===== src/rtl/mg_c_bank.sv =====
// Bank of N_CH clocked Muller C-elements, each joining N_IN asynchronous requests.
// Per channel: input synchroniser, C-element hold/update, edge pulses, disagreement stall timer.
module mg_c_bank #(
   parameter int unsigned      N_IN        = 2,
   parameter int unsigned      N_CH        = 4,
   parameter int unsigned      SYNC_STAGES = 2,
   parameter logic [N_CH-1:0]  RST_VAL     = '0,
   parameter int unsigned      TMO_CYCLES  = 255
) (
   input  logic                 clk,
   input  logic                 rst_n,
   input  logic [N_CH*N_IN-1:0] a,
   input  logic [N_CH-1:0]      en,
   output logic [N_CH-1:0]      z,
   output logic [N_CH-1:0]      rise,
   output logic [N_CH-1:0]      fall,
   output logic [N_CH-1:0]      pend,
   output logic [N_CH-1:0]      stall
);

   localparam int unsigned   CW  = (TMO_CYCLES > 0) ? $clog2(TMO_CYCLES + 1) : 1;
   localparam logic [CW-1:0] TMO = CW'(TMO_CYCLES);

   for (genvar c = 0; c < N_CH; c++) begin : g_ch
      logic [N_IN-1:0] s;
      logic            all_one;
      logic            all_zero;
      logic            z_q;
      logic            z_nxt;
      logic            rise_q;
      logic            fall_q;
      logic [CW-1:0]   cnt;

      if (SYNC_STAGES == 0) begin : g_direct
         assign s = a[c*N_IN +: N_IN];
      end else begin : g_sync
         logic [N_IN-1:0] sq [SYNC_STAGES];

         // NOTE: every synchroniser stage is reset, and to the channel's z reset value, so
         // the chain already agrees with z at release and no edge pulse can follow reset.
         always_ff @(posedge clk or negedge rst_n) begin
            if (!rst_n) begin
               for (int i = 0; i < SYNC_STAGES; i++) sq[i] <= {N_IN{RST_VAL[c]}};
            end else begin
               sq[0] <= a[c*N_IN +: N_IN];
               for (int i = 1; i < SYNC_STAGES; i++) sq[i] <= sq[i-1];
            end
         end

         assign s = sq[SYNC_STAGES-1];
      end

      assign all_one  = &s;
      assign all_zero = ~|s;
      assign pend[c]  = ~(all_one | all_zero);

      always_comb begin
         // NOTE: z_nxt defaults to the held value first, so the disagree path cannot infer a latch.
         z_nxt = z_q;
         if (en[c] && all_one)       z_nxt = 1'b1;
         else if (en[c] && all_zero) z_nxt = 1'b0;
      end

      // NOTE: non-blocking updates so rise/fall compare z_nxt against the pre-edge z_q.
      always_ff @(posedge clk or negedge rst_n) begin
         if (!rst_n) begin
            z_q    <= RST_VAL[c];
            rise_q <= 1'b0;
            fall_q <= 1'b0;
            cnt    <= '0;
         end else begin
            z_q    <= z_nxt;
            rise_q <= z_nxt & ~z_q;
            fall_q <= ~z_nxt & z_q;
            // Agreement clears the timer even while disabled; a disabled cycle only pauses it.
            if (!pend[c])                cnt <= '0;
            else if (en[c] && cnt != TMO) cnt <= cnt + CW'(1);
         end
      end

      assign z[c]     = z_q;
      assign rise[c]  = rise_q;
      assign fall[c]  = fall_q;
      assign stall[c] = (TMO_CYCLES != 0) && (cnt == TMO);
   end

endmodule

===== config.mk =====
export PLATFORM = sky130hd
export DESIGN_NAME = mg_c_bank
export DESIGN_NICKNAME = d
export VERILOG_FILES = /design/src/rtl/mg_c_bank.sv
export SDC_FILE = /design/constraint.sdc
export NUM_CORES = 1
export LEC_CHECK = 0
export ABC_AREA = 1
export CORE_MARGIN = 1.5
export CORE_UTILIZATION = 28
export CTS_CLUSTER_DIAMETER = 150
export DETAILED_ROUTE_END_ITERATION = 8
export DONT_BUFFER_PORTS = 1
export GPL_TIMING_DRIVEN = 0
export PLACE_DENSITY = 0.52
export SYNTH_ARGS = -nofsm -noshare
export SYNTH_HDL_FRONTEND = slang
export SYNTH_SLANG_ARGS = --single-unit
export TNS_END_PERCENT = 100

===== constraint.sdc =====
create_clock -name clk -period 2.6 [get_ports clk]
set_clock_uncertainty 0.1 [all_clocks]
set_input_delay 0.26 -clock clk [delete_from_list [all_inputs] [get_ports clk]]
set_output_delay 0.26 -clock clk [all_outputs]
set_load 0.01 [all_outputs]

==> flow_metrics.env, run 1 <==
export IMPL_outcome="complete, no violations"
export IMPL_final_cells=521
export IMPL_setup_tns_ns=0
export IMPL_critPathRequiredTime_ns=2.24
export IMPL_ys_types=28
export IMPL_core_area_mm2=0.0104
export IMPL_critPathKind="register to primary output"
export IMPL_final_cell_mix="nand2_1, dfrtp_1, inv_1"
export IMPL_rows=37
export IMPL_hold_buffers=13
export IMPL_dr_wl_met3_um=329
export IMPL_maxCapViolCount=0
export IMPL_gp_congestion=0.732
export IMPL_path_max_fanout=4
export IMPL_fin_crit_ns=1.81
export IMPL_syn_area_per_cell_um2=8.49
export IMPL_cts_buffers=9
export IMPL_cp_start_kind="register"
export IMPL_synthFlopType="dfrtp_1"
export IMPL_hpwlAfterDp_um=3940
export IMPL_antenna_found_initial=0
export IMPL_diodes=0
export IMPL_irDropWorstVdd_mv=0.224
export IMPL_htree_levels=3
export IMPL_fp_dieH_um=107
export IMPL_io_buffers=0
export IMPL_drt_vias_per_instance=4.30
export IMPL_r2r_slack_ns=1.01
export IMPL_worstMarginPinSlew_ns=0.437
export IMPL_grt_overflow_total=0
export IMPL_first_pass_iters=4
export IMPL_cpPeakStageDelay_ns=0.39
export IMPL_wire_per_inst_um=11.2
export IMPL_nets=406
export IMPL_grt_max_degree=61
export IMPL_hold_viol=0
export IMPL_ys_ff_latch=60
export IMPL_die_area_mm2=0.0114
export IMPL_arrival_ns=1.45
export IMPL_routed_wl_um=5830
export IMPL_drive_above_1_share=0.135
export IMPL_fmax_mhz=553
export IMPL_reg2reg_depth=6
export IMPL_path_clk_slew_ns=0.06
export IMPL_end_kind="primary output"
export IMPL_cts_buffer_depth=2
export IMPL_synth_area_mm2=0.00302
export IMPL_io_pins=34
export IMPL_place_inst=492
export IMPL_insertion_delay_ns=0.35
export IMPL_async_reset_ff_frac=1.00
export IMPL_syn_to_final_growth_pct=16.5
export IMPL_crit_start="g_ch[2].cnt[1]$_DFFE_PN0P_"
export IMPL_synth_edff_count=0
export IMPL_drcViolationCount=0
export IMPL_setup_viol=0
export IMPL_crit_slowest_cell="dfrtp_1"
export IMPL_p_leak_nw=1.82
export IMPL_grt_pass1_vias=1996
export IMPL_final_core_util=0.338
export IMPL_ant_nets=0
export IMPL_hp_class="input pin to register"
export IMPL_vias=2238
export IMPL_yosysWarnings=0
export IMPL_path_cells="ha_1 -> nand2_2 -> inv_1 -> nand4_1 -> nor2_1"
export IMPL_grtUsageTotal=0.110
export IMPL_relSlewSlack=0.708
export IMPL_final_common_cell="nand2_1"
export IMPL_slew_violations=0
export IMPL_finalCritPeriodShare=0.695
export IMPL_cts_sink_count=60
export IMPL_rsz0062_at_grt="no"
export IMPL_dieWidth_um=107
export IMPL_reg2reg_from="g_ch[3].s[0]$_DFF_PN0_"
export IMPL_worstSetupEndpoint="stall[2]"
export IMPL_postCtsSetupBuffers=0
export IMPL_cts_root_buffer="clkbuf_8"
export IMPL_drt_met1_wl_um=2750
export IMPL_first_iter_violations=94
export IMPL_syn_num_nets=382
export IMPL_wl_met2_um=2670
export IMPL_grt_pass1_wl_um=9450
export IMPL_ys_seq_area_frac=0.497
export IMPL_routed_top_layer="met4"
export IMPL_rr_endpoint="g_ch[3].cnt[7]$_DFFE_PN0P_"
export IMPL_holdWs_ns=0.0281
export IMPL_synthCells=356
export IMPL_power_density_mw_per_mm2=567
export IMPL_cts_resized=0
export IMPL_cts_tree="done"
export IMPL_start_util=0.290
## stage by stage
stage	area (µm²)	total power (W)	setup WS (ns)
2_1_floorplan	3020	0.00116	1.19
3_3_place_gp	3190	0.00119	1.01
3_5_place_dp	3190	0.00120	0.999
4_1_cts	3520	0.00204	0.750
5_1_grt	3520	0.00211	0.618
6_report	3520	0.00200	0.792
## worst max-delay path: cells and delay by family (launching register included)
family,cells,cell delay [ns]
fa+ha+maj,1,0.20
buf+inv,1,0.10
flops,1,0.39
simple gates,3,0.41
## final cells by class
cell class	instances	area [µm²]
repair buffers	13	148
clock inverters	1	5.00
clock buffers	15	176
multi-input cells	231	1220
plain buffers	13	95.1
inverters	52	201
fillers	1092	6890
flip-flops and latches	60	1500
well taps	136	170
## cell families after synthesis
kind of cell | count (synthesis) | synth area share
adder cells (fa/ha/maj) | 12 | 0.0497
AND/OR/NAND/NOR | 188 | 0.284
AO/OA/AOI/OAI | 25 | 0.0538
flip-flops | 60 | 0.497
multiplexers | 1 | 0.00331
XOR/XNOR | 5 | 0.0145
buffers and inverters | 65 | 0.0981
## cells in the mapped netlist, types with 2 or more instances
master,n,area (µm²)
o21ai_0,7,35.0
nand2_1,106,398
inv_2,2,7.51
nor2_2,5,31.3
ha_1,12,150
inv_1,48,180
buf_4,12,90.1
nand3b_1,2,15.0
a21oi_4,2,32.5
nand2_2,5,31.3
a21oi_1,8,40.0
nand4_1,8,50.1
xor2_1,5,43.8
nor2_4,5,56.3
nor3_1,6,30.0
o21bai_1,4,30.0
dfrtp_1,60,1500
nand2_4,3,33.8
nand3_1,24,120
nor2_1,23,86.3
o21ai_1,2,10.0
## power breakdown
part	total [W]	leakage (nW)	internal (W)	switching, W
clock network	0.000781	0.0937	0.000424	0.000357
logic	0.000201	0.938	0.0000785	0.000123
registers	0.00101	0.783	0.000979	0.0000353
## per-layer routing
metal,GRT usage,vias to the layer above
met5,0,-
met4,0.0457,0
met3,0.0529,8
met2,0.168,43
met1,0.132,1035
li1,-,1152
## state kept, by name, summed over array words and instances (netlist names)
signal,cells
g_ch.cnt,32
g_ch.fall_q,4
g_ch.g_sync.sq,8
g_ch.rise_q,4
g_ch.s,8
g_ch.z_q,4
## worst min-delay path by stage
stage                     start                    endpoint  depth (start not counted)
after floorplan           rst_n  g_ch[0].cnt[0]$_DFFE_PN0P_                          0
after global placement    rst_n      g_ch[1].s[0]$_DFF_PN0_                          0
after detailed placement  rst_n      g_ch[1].s[0]$_DFF_PN0_                          0
after CTS                 en[2]    g_ch[2].rise_q$_DFF_PN0_                          2
after global routing      en[2]    g_ch[2].rise_q$_DFF_PN0_                          2
final                     en[2]    g_ch[2].rise_q$_DFF_PN0_                          2
(Power assumes the default switching activity.)
==> run 2, diff against run 1 <==
==> constraint.sdc (replaced) <==
create_clock -name clk -period 1.7 [get_ports clk]
set_clock_uncertainty 0.1 [all_clocks]
set_input_delay 0.17 -clock clk [delete_from_list [all_inputs] [get_ports clk]]
set_output_delay 0.17 -clock clk [all_outputs]
set_load 0.01 [all_outputs]
==> run 2 against run 1 <==
Against the previous run: register-to-register slack worse by 0.89 ns; global-route usage is essentially flat; count of clock-buffer cells in the layout unchanged; critical path depth unchanged; critical path type unchanged; largest power group unchanged.
==> flow_metrics.env, run 2 (synthesis gave the netlist of run 1 again) <==
export IMPL_arrival_ns=1.36
export IMPL_drive_above_1_share=0.178
export IMPL_io_buffers=0
export IMPL_cts_tree="done"
export IMPL_core_area_mm2=0.0104
export IMPL_slew_violations=0
export IMPL_hp_class="input pin to register"
export IMPL_path_clk_slew_ns=0.06
export IMPL_drcViolationCount=0
export IMPL_dieWidth_um=107
export IMPL_cpPeakStageDelay_ns=0.37
export IMPL_htree_levels=3
export IMPL_routed_top_layer="met4"
export IMPL_syn_to_final_growth_pct=19.7
export IMPL_grtUsageTotal=0.110
export IMPL_p_total_w=0.00308
export IMPL_hpwlAfterDp_um=3940
export IMPL_cp_start_kind="register"
export IMPL_largest_reg_flops=32
export IMPL_setup_viol=0
export IMPL_critPathKind="register to primary output"
export IMPL_path_max_fanout=4
export IMPL_finalCritPeriodShare=0.959
export IMPL_wire_per_inst_um=11.2
export IMPL_setup_tns_ns=0
export IMPL_first_pass_iters=4
export IMPL_final_cells=529
export IMPL_fin_crit_ns=1.63
export IMPL_grt_overflow_total=0
export IMPL_fp_dieH_um=107
export IMPL_cts_sink_count=60
export IMPL_grt_pass1_wl_um=9480
export IMPL_hold_viol=0
export IMPL_rsz0062_at_grt="yes"
export IMPL_cts_buffers=9
export IMPL_cts_root_buffer="clkbuf_8"
export IMPL_drt_met1_wl_um=2740
export IMPL_insertion_delay_ns=0.34
export IMPL_drt_vias_per_instance=4.29
export IMPL_outcome="complete, no violations"
export IMPL_hold_depth=3
export IMPL_fmax_mhz=613
export IMPL_path_cells="ha_2 -> nand2_2 -> inv_2 -> nand4_1 -> nor2_2"
export IMPL_final_cell_mix="nand2_1, dfrtp_1, inv_1"
export IMPL_power_density_mw_per_mm2=852
export IMPL_grt_max_degree=61
export IMPL_start_util=0.290
export IMPL_diodes=0
export IMPL_grt_pass1_vias=2021
export IMPL_end_kind="primary output"
export IMPL_cts_buffer_depth=2
export IMPL_io_pins=34
export IMPL_place_inst=492
export IMPL_nets=414
export IMPL_wl_met2_um=2780
export IMPL_die_area_mm2=0.0114
export IMPL_first_iter_violations=89
export IMPL_rows=37
export IMPL_antenna_found_initial=0
export IMPL_reg2reg_depth=6
export IMPL_critPathRequiredTime_ns=1.43
export IMPL_dr_wl_met3_um=336
export IMPL_irDropWorstVdd_mv=0.343
export IMPL_routed_wl_um=5930
export IMPL_vias=2272
export IMPL_final_common_cell="nand2_1"
export IMPL_p_leak_nw=1.85
export IMPL_gp_congestion=0.732
export IMPL_maxCapViolCount=0
export IMPL_ant_nets=0
export IMPL_top_register="g_ch.cnt"
export IMPL_relSlewSlack=0.717
export IMPL_crit_slowest_cell="dfrtp_1"
export IMPL_worstMarginPinSlew_ns=0.424
run 2: worst max-delay path, delay by kind of cell, from the launching register on:
| kind | cells | cell delay [ns] |
|---|---|---|
| flops | 1 | 0.37 |
| simple gates | 3 | 0.37 |
| fa+ha+maj | 1 | 0.20 |
| buf+inv | 1 | 0.08 |
run 2: metrics by stage:
step / utilization / hold WS (ns) / setup WS, ns / area [µm²]
finish: 0.347 / 0.0456 / 0.0698 / 3620
global placement: 0.307 / -0.223 / 0.110 / 3190
floorplan: - / -0.226 / 0.288 / 3020
global route: 0.347 / 0.0369 / -0.0312 / 3620
CTS: 0.341 / 0.0198 / 0.000667 / 3550
detailed placement: 0.307 / -0.223 / 0.0993 / 3190
run 2: area by class of cell:
cell class	instances	area, µm²
Inverter	52	201
Timing Repair Buffer	21	220
Multi-Input combinational cell	231	1250
Fill cell	1081	6800
Tap cell	136	170
Clock inverter	1	5.00
Sequential cell	60	1500
Buffer	13	95.1
Clock buffer	15	176
run 2: power by group:
group          total (W)  internal, W  switching [W]
Sequential       0.00155      0.00150      0.0000510
Clock            0.00120     0.000648       0.000547
Combinational   0.000338     0.000139       0.000199
Total            0.00308      0.00229       0.000797
run 2: routing by layer:
| layer | vias up | global-route usage |
|---|---|---|
| li1 | 1169 | - |
| met1 | 1060 | 0.130 |
| met2 | 37 | 0.168 |
| met3 | 6 | 0.0547 |
| met4 | 0 | 0.0467 |
| met5 | - | 0 |
run 2: worst paths after layout:
kind                                                 from  slack [ns]                          to
setup / recovery               g_ch[2].cnt[1]$_DFFE_PN0P_        0.07                    stall[2]
hold / removal                                      en[1]        0.05    g_ch[1].rise_q$_DFF_PN0_
hold reg to reg            g_ch[2].g_sync.sq[3]$_DFF_PN0_        0.25      g_ch[2].s[1]$_DFF_PN0_
setup reg to reg                   g_ch[2].s[1]$_DFF_PN0_        0.12  g_ch[2].cnt[4]$_DFFE_PN0P_
max in group asynchronous                           rst_n        0.99  g_ch[0].cnt[7]$_DFFE_PN0P_
min in group asynchronous                           rst_n        0.25  g_ch[1].cnt[7]$_DFFE_PN0P_
run 2: timing repair:
action / CTS / global route
endpoints found under the setup margin: 2 / 16
pin swaps: 2 / 3
hold buffers: 13 / 0
setup buffers: 4 / 4
gates resized for setup: 1 / 10
hold endpoints to repair: 81 / 0
==> run 3, diff against run 2 <==
==> constraint.sdc (replaced) <==
create_clock -name clk -period 1.7 [get_ports clk]
set_clock_uncertainty 0.1 [all_clocks]
set_input_delay 0.17 -clock clk [delete_from_list [all_inputs] [get_ports clk]]
set_output_delay 0.17 -clock clk [all_outputs]
set_load 0.005 [all_outputs]
==> run 3 against run 2 <==
Against the previous run: power down 0.14%; highest routed layer unchanged; clock power hardly changed; register-to-register slack improved by 0.03 ns; critical path depth is the same; first-iteration DRC count increased by 5.6%.
==> flow_metrics.env, run 3 (synthesis gave the netlist of run 1 again) <==
export IMPL_fin_crit_ns=1.63
export IMPL_maxCapViolCount=0
export IMPL_htree_levels=3
export IMPL_die_area_mm2=0.0114
export IMPL_antenna_found_initial=0
export IMPL_clock_power_share=0.390
export IMPL_outcome="complete, no violations"
export IMPL_routed_wl_um=5920
export IMPL_cts_root_buffer="clkbuf_8"
export IMPL_hold_viol=0
export IMPL_grt_pass1_vias=1993
export IMPL_critPathKind="register to primary output"
export IMPL_irDropWorstVdd_mv=0.345
export IMPL_cp_start_kind="register"
export IMPL_top_register="g_ch.cnt"
export IMPL_finalCritPeriodShare=0.961
export IMPL_final_area_mm2=0.00360
export IMPL_first_pass_iters=4
export IMPL_holdWs_ns=0.0468
export IMPL_start_util=0.290
export IMPL_grtUsageTotal=0.109
export IMPL_cts_tree="done"
export IMPL_fp_dieH_um=107
export IMPL_min_from="en[1]"
export IMPL_end_kind="primary output"
export IMPL_io_pins=34
export IMPL_path_max_fanout=4
export IMPL_worstMarginPinSlew_ns=0.383
export IMPL_p_leak_nw=1.86
export IMPL_dpl_cell_area_mm2=0.00319
export IMPL_cts_buffer_depth=2
export IMPL_ant_nets=0
export IMPL_final_cell_mix="nand2_1, dfrtp_1, inv_1"
export IMPL_diodes=0
export IMPL_core_area_mm2=0.0104
export IMPL_setup_ws_ns=0.0657
export IMPL_nets=413
export IMPL_crit_start="g_ch[2].cnt[0]$_DFFE_PN0P_"
export IMPL_hpwlAfterDp_um=3940
export IMPL_drcViolationCount=0
export IMPL_insertion_delay_ns=0.34
export IMPL_dieWidth_um=107
export IMPL_largest_reg_flops=32
export IMPL_wire_per_inst_um=11.2
export IMPL_cts_buffers=9
export IMPL_power_frac_comb=0.106
export IMPL_slew_violations=0
export IMPL_p_total_w=0.00308
export IMPL_fmax_mhz=612
export IMPL_power_switching_w=0.000793
export IMPL_first_iter_violations=94
export IMPL_setup_tns_ns=0
export IMPL_p_int_w=0.00228
export IMPL_p_sw_frac=0.258
export IMPL_path_clk_slew_ns=0.07
export IMPL_rows=37
export IMPL_io_buffers=0
export IMPL_hp_class="input pin to register"
export IMPL_reg2reg_from="g_ch[2].s[1]$_DFF_PN0_"
export IMPL_critPathRequiredTime_ns=1.43
export IMPL_relSlewSlack=0.744
export IMPL_syn_to_final_growth_pct=19.2
export IMPL_gp_congestion=0.732
export IMPL_final_common_cell="nand2_1"
export IMPL_power_density_mw_per_mm2=854
export IMPL_setup_viol=0
export IMPL_grt_overflow_total=0
export IMPL_grt_max_degree=61
export IMPL_drt_vias_per_instance=4.31
export IMPL_cts_sink_count=60
export IMPL_seqPwrFrac=0.504
export IMPL_pre_cts_ws_ns=0.144
export IMPL_vias=2274
export IMPL_drive_above_1_share=0.171
export IMPL_arrival_ns=1.36
export IMPL_grt_pass1_wl_um=9390
## run 3: area by class of cell
cell class / instances / area [µm²]
plain buffers: 13 / 95.1
clock buffers: 15 / 176
clock inverters: 1 / 5.00
fillers: 1088 / 6810
inverters: 52 / 201
multi-input cells: 231 / 1250
flip-flops and latches: 60 / 1500
well taps: 136 / 170
repair buffers: 20 / 200
## run 3: final timing paths
kind | slack, ns | to | cells past startpoint
max | 0.07 | stall[2] | 5
min reg2reg | 0.25 | g_ch[2].s[1]$_DFF_PN0_ | 0
max reg2reg | 0.15 | g_ch[2].cnt[4]$_DFFE_PN0P_ | 6
max in group asynchronous | 0.99 | g_ch[0].cnt[7]$_DFFE_PN0P_ | 2
min | 0.05 | g_ch[1].rise_q$_DFF_PN0_ | 3
min in group asynchronous | 0.25 | g_ch[1].cnt[0]$_DFFE_PN0P_ | 2
## run 3: through the flow
| stage | instances | util |
|---|---|---|
| 2_1_floorplan | 356 | - |
| 3_3_place_gp | 492 | 0.307 |
| 3_5_place_dp | 492 | 0.307 |
| 4_1_cts | 521 | 0.338 |
| 5_1_grt | 528 | 0.346 |
| 6_report | 528 | 0.346 |
## run 3: critical path, stage by stage (launching register included)
cell	delay (ns)
dfrtp_1	0.43
ha_4	0.18
nand2_4	0.06
inv_2	0.07
nand4_1	0.12
nor2_2	0.16
## run 3: power groups by stage
stage               Sequential, W  Combinational, W  Clock, W
finish                    0.00155          0.000325   0.00120
global route              0.00156          0.000368   0.00132
CTS                       0.00155          0.000303   0.00126
detailed placement        0.00158          0.000237         0
global placement          0.00157          0.000236         0
floorplan                 0.00156          0.000194         0
## run 3: timing repair
action,in CTS,in global routing
endpoints found under the hold margin,81,0
endpoints found under the setup margin,0,5
gates resized for setup,0,10
hold buffers,13,0
setup buffers,0,7
## run 3: layer usage
layer | GRT usage | vias to the layer above | wire length [µm]
li1 | - | 1168 | -
met1 | 0.130 | 1065 | 2750
met2 | 0.166 | 33 | 2760
met3 | 0.0535 | 8 | 321
met4 | 0.0457 | 0 | 82
met5 | 0 | - | 0
